==> config.mk <==
export PLATFORM = sky130hd
export DESIGN_NAME = bp_update_arbiter
export DESIGN_NICKNAME = d
export VERILOG_FILES = /design/src/rtl/bp_pkg.sv /design/src/rtl/bp_upd_fifo.sv /design/src/rtl/bp_update_arbiter.sv
export SDC_FILE = /design/constraint.sdc
export NUM_CORES = 1
export LEC_CHECK = 0
export BUFFER_PORTS_ARGS = -buffer_cell sky130_fd_sc_hd__buf_2
export CORE_UTILIZATION = 45
export DETAILED_ROUTE_END_ITERATION = 10
export PLACE_DENSITY = 0.67
export SLEW_MARGIN = 15
export SYNTH_ARGS = -nofsm -noshare
export SYNTH_HDL_FRONTEND = slang
export SYNTH_SLANG_ARGS = --single-unit
==> constraint.sdc <==
create_clock -name clk -period 3.1 [get_ports clk]
set_input_delay 0.62 -clock clk [delete_from_list [all_inputs] [get_ports clk]]
set_output_delay 0.62 -clock clk [all_outputs]
set_load 0.05 [all_outputs]
==> src/rtl/bp_pkg.sv <==
// Shared types and defaults for the branch-predictor update arbiter.
package bp_pkg;
  localparam int DEPTH_DEF    = 4;
  localparam int MAX_WAIT_DEF = 8;
  localparam int AGE_W        = 4;

  typedef enum logic [1:0] {
    IDLE    = 2'd0,
    PENDING = 2'd1,
    FORCE   = 2'd2
  } state_t;

  typedef struct packed {
    logic [31:0] pc;
    logic [31:0] target;
    logic        taken;
  } upd_entry_t;
endpackage

==> src/rtl/bp_upd_fifo.sv <==
// Circular queue of resolved-branch updates waiting for a predictor table write slot.
module bp_upd_fifo
  import bp_pkg::*;
#(
  parameter int DEPTH = DEPTH_DEF,
  localparam int AW   = $clog2(DEPTH),
  localparam int CW   = $clog2(DEPTH) + 1
) (
  input  logic          clk,
  input  logic          rst,
  input  logic          flush,
  input  logic          push,
  input  upd_entry_t    push_data,
  input  logic          pop,
  output upd_entry_t    head,
  output logic [CW-1:0] count,
  output logic          full,
  output logic          empty
);
  logic [AW-1:0] wr_ptr;
  logic [AW-1:0] rd_ptr;
  upd_entry_t    mem [DEPTH];

  always_ff @(posedge clk) begin
    if (rst || flush) begin
      wr_ptr <= '0;
      rd_ptr <= '0;
      count  <= '0;
    end else begin
      if (push) wr_ptr <= wr_ptr + 1'b1;
      if (pop)  rd_ptr <= rd_ptr + 1'b1;
      unique case ({push, pop})
        2'b10:   count <= count + 1'b1;
        2'b01:   count <= count - 1'b1;
        default: count <= count;
      endcase
    end
  end

  // Storage is data only; stale slots are harmless because count gates their use.
  always_ff @(posedge clk) begin
    if (push) mem[wr_ptr] <= push_data;
  end

  assign head  = mem[rd_ptr];
  assign full  = (count == CW'(DEPTH));
  assign empty = (count == '0);
endmodule

==> src/rtl/bp_update_arbiter.sv <==
// Shares the single predictor table port between fetch lookups and queued updates,
// forcing a drain when an update has waited too long or the queue is full.
module bp_update_arbiter
  import bp_pkg::*;
#(
  parameter int DEPTH    = DEPTH_DEF,
  parameter int MAX_WAIT = MAX_WAIT_DEF
) (
  input  logic        clk,
  input  logic        rst,
  input  logic        lookup_valid,
  output logic        lookup_grant,
  input  logic        upd_valid,
  input  logic [31:0] upd_pc,
  input  logic [31:0] upd_target,
  input  logic        upd_taken,
  output logic        upd_ready,
  input  logic        flush,
  output logic        tbl_we,
  output logic [31:0] tbl_pc,
  output logic [31:0] tbl_target,
  output logic        tbl_taken
);
  localparam int CW = $clog2(DEPTH) + 1;

  state_t           state;
  logic [AGE_W-1:0] age;
  logic [CW-1:0]    count;
  logic [CW-1:0]    count_nxt;
  logic             full;
  logic             empty;
  logic             push;
  logic             pop;
  logic             force_go;
  upd_entry_t       push_data;
  upd_entry_t       head;

  assign push_data = '{pc: upd_pc, target: upd_target, taken: upd_taken};

  assign upd_ready    = !rst && !flush && !full;
  assign push         = upd_valid && upd_ready;
  assign lookup_grant = !rst && lookup_valid && (state != FORCE);
  assign tbl_we       = !rst && !flush &&
                        ((state == FORCE) || (state == PENDING && !lookup_valid && !empty));
  assign pop          = tbl_we;

  // Starvation fires on the edge where the age counter reaches MAX_WAIT-1.
  assign force_go = (state == PENDING) && !pop &&
                    (((age + 1'b1) == AGE_W'(MAX_WAIT - 1)) || (full && lookup_valid));

  always_comb begin
    count_nxt = count;
    unique case ({push, pop})
      2'b10:   count_nxt = count + 1'b1;
      2'b01:   count_nxt = count - 1'b1;
      default: count_nxt = count;
    endcase
  end

  always_ff @(posedge clk) begin
    if (rst || flush) begin
      state <= IDLE;
      age   <= '0;
    end else begin
      unique case (state)
        IDLE: begin
          age <= '0;
          if (push) state <= PENDING;
        end
        PENDING: begin
          age <= pop ? '0 : age + 1'b1;
          if (force_go)              state <= FORCE;
          else if (count_nxt == '0)  state <= IDLE;
        end
        FORCE: begin
          age   <= '0;
          state <= (count_nxt != '0) ? PENDING : IDLE;
        end
        default: begin
          age   <= '0;
          state <= IDLE;
        end
      endcase
    end
  end

  bp_upd_fifo #(.DEPTH(DEPTH)) u_fifo (
    .clk       (clk),
    .rst       (rst),
    .flush     (flush),
    .push      (push),
    .push_data (push_data),
    .pop       (pop),
    .head      (head),
    .count     (count),
    .full      (full),
    .empty     (empty)
  );

  assign tbl_pc     = head.pc;
  assign tbl_target = head.target;
  assign tbl_taken  = head.taken;
endmodule

==> results of run 1 <==
final cells by class:
cell class              count  area [um2]  share of cell area [%]
inverters                   7        26.3                   0.214
well taps                 280         350                    2.85
multi-input cells         126        1950                    15.8
flip-flops and latches    275        8120                    66.0
clock inverters            17         259                    2.11
clock buffers              34         744                    6.05
diodes                      1        2.50                  0.0203
repair buffers            148         856                    6.96
synth_stat cells, types with 2 or more instances:
library cell    n  area share, %
a21oi_1         2          0.099
mux2i_1         2           0.20
and3b_1         2           0.17
and3_1          4           0.25
buf_1           5           0.19
nand2_1         3           0.11
edfxtp_1      260             77
a32oi_1         2           0.17
o21ai_0         2          0.099
xor2_1          4           0.35
dfxtp_1        15            3.0
xnor2_1         2           0.17
mux4_2         65             14
o31ai_1         2           0.15
inv_1           7           0.26
nand2b_1        4           0.25
ha_1            7           0.86
buf_2           9           0.44
nor2_1         11           0.41
state kept, by name, indices dropped and copies added, names as in the netlist, named ones only:
register       flops
u_fifo.rd_ptr      2
age                4
u_fifo.wr_ptr      2
state              2
u_fifo.count       3
u_fifo.mem       260
power breakdown:
group | internal (mW) | switching, mW | leakage (nW) | total (mW)
Combinational | 0.0800 | 0.179 | 1.11 | 0.259
Clock | 2.28 | 1.28 | 0.492 | 3.56
Sequential | 4.09 | 0.00783 | 2.47 | 4.10
Total | 6.46 | 1.47 | 4.07 | 7.92
how the worst min path moves through the flow:
stage                      from                end  slack (ps)  cells past startpoint
3_3_place_gp   u_fifo.rd_ptr[1]               flop         440                      1
4_1_cts          upd_target[23]  u_fifo.mem[3][24]         290                      1
5_1_grt          upd_target[23]  u_fifo.mem[1][24]         290                      1
2_1_floorplan  u_fifo.rd_ptr[1]               flop         430                      1
6_report         upd_target[23]  u_fifo.mem[3][24]         310                      1
3_5_place_dp   u_fifo.rd_ptr[1]               flop         440                      1
through the flow:
step / hold WS, ps / instance area [um2] / setup WS (ps) / util, %
after floorplan: 427 / 10100 / 10.6 / -
after global placement: 437 / 11300 / 225 / 51.4
after detailed placement: 439 / 11300 / -31.5 / 51.4
after CTS: 287 / 12300 / 220 / 56.0
after global routing: 291 / 12300 / 9.37 / 56.0
final: 314 / 12300 / 219 / 56.0
kinds of logic (layout without fill, tap and decap cells):
kind of cell,count (synthesis),count (layout)
flip-flops,275,275
multiplexers,67,67
AND/OR/NAND/NOR,31,31
buffers and inverters,23,206
AO/OA/AOI/OAI,14,14
adder cells (fa/ha/maj),8,8
XOR/XNOR,6,6
other,0,1
layer usage:
layer	GRT usage, %	wire length, um
met1	20.5	7320
met2	27.1	8930
met3	4.22	1260
met4	3.79	252
met5	0	41
==> results by group, run 1 <==
Run status
  • Status: complete, but fails checks
  • Failing checks: design-rule violations

Cells and area
  • Post-Layout Cell Count: 888
  • Commonest cells after routing, fill and taps aside: edfxtp_1 (260), buf_2 (137), mux4_2 (65)
  • Commonest non-fill, non-tap cell in the layout: edfxtp_1
  • Layout cell share with drive strength beyond 1: between 40% and 50%
  • Fillers: approximately 1600
  • Area growth, synth to finish: 21.4%
  • Nets: 664

Clocking
  • Worst-case clock buffer depth: 3
  • Clock latency on the worst-skew pair: ~520 ps
  • Clock transition at the registers of the reported paths: 60 ps
  • Hold Buf Count CTS: 0
  • CTS Sinks: 275
  • Post-CTS Resized: 0
  • CTS tree: built
  • Cts bufs inserted: 28
  • Setup bufs post-CTS: 0
  • CTS HTree Levels: 1
  • Root Driver: clkbuf_16

Yosys
  • Cell area after synthesis: 10100 um2
  • Synth Flop Type: edfxtp_1
  • Avg Cell Area, Syn: 23.9 um2
  • XOR/XNOR Fraction of Synth Area: 0.519%
  • EDFF count, synth: 260
  • Seq cells post-synth: 275
  • Post-Syn Nets: 502
  • YS warnings: 0
  • Async SR Flop Fraction: 0%
  • Synth Area in Compound Gates: 1.07%
  • Post-Syn Instances: 424
  • Main combinational cell family by area after synthesis: multiplexers
  • Simple-gate share of the synthesized area: around 1.7%
  • Sequential element share of the synthesized area: between 80% and 90%
  • Synth unique cells: 35
  • Synth Area in Adders: ~1.1%
  • Mux cell area share after synthesis: 14.6%

Timing
  • Skew final: ~9.8 ps
  • Max_slew headroom: 58.7%
  • Finish-stage setup viols: 0
  • Final cycle utilization of the critical path: roughly 93%
  • Final Hold Viols: 0
  • Worst slew pin tran: roughly 610 ps
  • RSZ-0062 raised after global routing: false
  • Final Max Tran Viols: 0
  • Setup TNS: 0 ps
  • Final min period: between 2000 and 3000 ps
  • Fmax: 347 MHz

Route
  • Routed WL: about 18000 um
  • DR iter-0 viols: 247
  • Vias per Instance: 5.30
  • Antenna Nets Post-Route: 0
  • Wire per inst: 20.0 um
  • TritonRoute pass-1 iters: 7
  • Drt drc: 48
  • Routed vias: around 4700

Floorplan
  • Die height: 152 um
  • Core Region: between 20000 and 25000 um2
  • FP Rows: 54
  • Initial Util: 46.2%
  • Die area: 23100 um2
  • Die width: approximately 150 um
  • Ports: roughly 140

Critical path
  • Kind of critical path: flop to flop
  • Worst setup path startpoint: u_fifo.count[2]
  • CP Data Arrival Time: 3300 ps
  • WP data required: 3520 ps
  • Critical Path Stages: 11
  • Critical-path cell list: nor3_2, or3_4, a21oi_4, ha_1, inv_1, fa_1, xor2_1, xor2_1, a32oi_1, mux2i_1, o31ai_1
  • Max stage delay on crit path: 460 ps
  • R2r endpoint: state[0]
  • Buf+Inv Stages, Crit Path: 1
  • Critical path's slowest cell: dfxtp_1
  • R2r startpoint: u_fifo.count[2]
  • Cell mode on critical path: xor2_1
  • Largest delay share family, worst path: compound AO/OA/AOI/OAI gates
  • Crit. End Element: flop
  • Startpoint types: flop
  • Reg2reg setup slack: 220 ps
  • Critical Path End: state[0]
  • Worst r2r path cells: 11
  • CP max FO: 6

Pwr
  • PD cells: roughly 640 nW/um2
  • Total power: between 7 and 8 mW
  • Max IR drop VDD: 0.000425 V
  • Leak: 4.07 nW

Global route
  • Vias in the first global route: approximately 5100
  • Largest net degree at the start of global routing: 66
  • GRT Total Usage: 15.9%
  • Initial antenna violation count: 5
  • Residual overflow from global routing: 0
  • First-pass GRT wire length: 28300 um

Place
  • PortBufs: ~140
  • Placed cells: 836
  • Detailed Place HPWL: between 10000 and 15000 um
  • RePlAce Congestion: 0.790

Worst hold path
  • Hold WC Path Type: input port to flop

Job
  • Maximum capacitance violations: 0
Note: power is estimated with default switching activity, not from simulation.
==> inputs of run 2 (changes only) <==
- CORE_UTILIZATION: 45 -> 40
- PLACE_DENSITY: 0.67 -> default
==> run 2 against run 1 <==
Compared with the run above:
- the run now ends clean
- clock power is 4% lower
- sequential share of layout area down 0.15 points
- global-route usage decreased by 1.1 points
==> results by group, run 2 (synthesis gave the netlist of run 1 again) <==
Route
  • Wire per inst: 20.1 um
  • Antenna Nets Post-Route: 0
  • Vias per Instance: 5.08
  • Routed WL: 18800 um
  • TritonRoute pass-1 iters: 4
  • Routed vias: 4759
  • Drt drc: 0
  • DR iter-0 viols: between 300 and 400

Cells and area
  • Ant. Diodes: 0
  • Nets: 668
  • Finished Cell Area: 12300 um2
  • Fillers: around 2000
  • Multi-input gate area: 1950 um2
  • Biggest regs: u_fifo.mem: 260 flops, age: 4 flops, u_fifo.count: 3 flops
  • Max reg flops: 260
  • Layout cell share with drive strength beyond 1: 44.0%
  • Most flops, register: u_fifo.mem
  • Area growth, synth to finish: 21.6%
  • Commonest cells after routing, fill and taps aside: edfxtp_1 (260), buf_2 (137), mux4_2 (65)
  • Commonest non-fill, non-tap cell in the layout: edfxtp_1
  • Post-Layout Cell Count: 936
  • Register area: 8120 um2

Run status
  • Status: finished, final reports clean

Pwr
  • PD cells: 630 nW/um2
  • Max IR drop VDD: 0.000406 V
  • Leak: 4.06 nW

Critical path
  • Kind of critical path: flop to flop
  • Cell mode on critical path: xor2_1
  • Startpoint types: flop
  • Max stage delay on crit path: 460 ps
  • Critical-path cell list: nor3_2, or3_4, a21oi_4, ha_1, inv_1, fa_1, xor2_1, xor2_1, a32oi_1, mux2i_1, o31ai_1
  • WP data required: 3540 ps
  • Worst setup path startpoint: u_fifo.count[2]
  • CP Data Arrival Time: 3270 ps
  • R2r startpoint: u_fifo.count[2]
  • CP max FO: 6
  • Crit. End Element: flop
  • Largest delay share family, worst path: compound AO/OA/AOI/OAI gates
  • Critical path's slowest cell: dfxtp_1
  • Buf+Inv Stages, Crit Path: 1

Timing
  • Final Max Tran Viols: 0
  • Skew final: between 6 and 7 ps
  • Final Hold Slack: 301 ps
  • Max_slew headroom: approximately three fifths
  • Setup TNS: 0 ps
  • RSZ-0062 raised after global routing: false
  • Final cycle utilization of the critical path: 91.5%
  • Fmax: 352 MHz
  • Final min period: 2840 ps
  • Worst slew pin tran: 594 ps
  • Final Hold Viols: 0
  • Finish-stage setup viols: 0

Worst hold path
  • Min-delay src: upd_target[10]
  • Hold WC Path Type: input port to flop

Clocking
  • Clock transition at the registers of the reported paths: 60 ps
  • Worst-case clock buffer depth: 3
  • Post-CTS Resized: 0
  • CTS Sinks: 275
  • Hold Buf Count CTS: 0
  • Setup bufs post-CTS: 0
  • Clock latency on the worst-skew pair: approximately 530 ps
  • CTS HTree Levels: 1
  • CTS tree: built
  • Root Driver: clkbuf_16
  • Cts bufs inserted: 29

Floorplan
  • Ports: approximately 140
  • Die height: 161 um
  • Die width: 161 um
  • Initial Util: 41.2%
  • Die area: 26000 um2
  • Core Region: ~25000 um2
  • FP Rows: 57

Place
  • Placed cell area: 11400 um2
  • Detailed Place HPWL: 11300 um
  • Placed cells: 883
  • PortBufs: 137
  • RePlAce Congestion: between 0.7 and 0.8

Global route
  • GRT Total Usage: 14.8%
  • Largest net degree at the start of global routing: 66
  • Residual overflow from global routing: 0
  • First-pass GRT wire length: about 30000 um
  • Vias in the first global route: 5291
  • Initial antenna violation count: 1

Job
  • Maximum capacitance violations: 0
[run 2: report_power, final]
group	switching [mW]	internal [mW]	leakage, nW
clock	1.36	2.04	0.462
combinational	0.181	0.0810	1.12
sequential	0.00792	4.09	2.47
total	1.55	6.22	4.06
[run 2: area by class of cell]
| cell class | instances | area share, % |
|---|---|---|
| tap | 324 | 3.29 |
| clock buffer | 31 | 5.95 |
| multi-input combinational | 126 | 15.8 |
| sequential | 275 | 65.8 |
| inverter | 7 | 0.213 |
| timing repair buffer | 151 | 7.13 |
| clock inverter | 22 | 1.81 |
[run 2: path summary, 6_finish.rpt]
path                            depth (start not counted)                 to  slack (ps)
worst max-delay path                                   11           state[0]         260
worst min-delay path                                    1  u_fifo.mem[0][11]         300
worst max register to register                         11           state[0]         260
worst min register to register                          1               flop         480
[run 2: through the flow]
| stage | setup slack (ps) | total power [mW] | utilization, % |
|---|---|---|---|
| 5_1_grt | 84.4 | 8.02 | 50.1 |
| 3_5_place_dp | 35.1 | 4.45 | 46.2 |
| 6_report | 263 | 7.76 | 50.1 |
| 4_1_cts | 176 | 7.86 | 50.1 |
| 3_3_place_gp | 237 | 4.43 | 46.2 |
| 2_1_floorplan | 10.6 | 4.32 | - |
[run 2: per-layer routing]
metal,part of all wire (%),track usage [%],wire length (um)
met2,50,25.1,9340
met3,5.6,2.95,1050
met4,2.1,3.77,393
met1,42,19.7,7970
met5,0.069,0,13
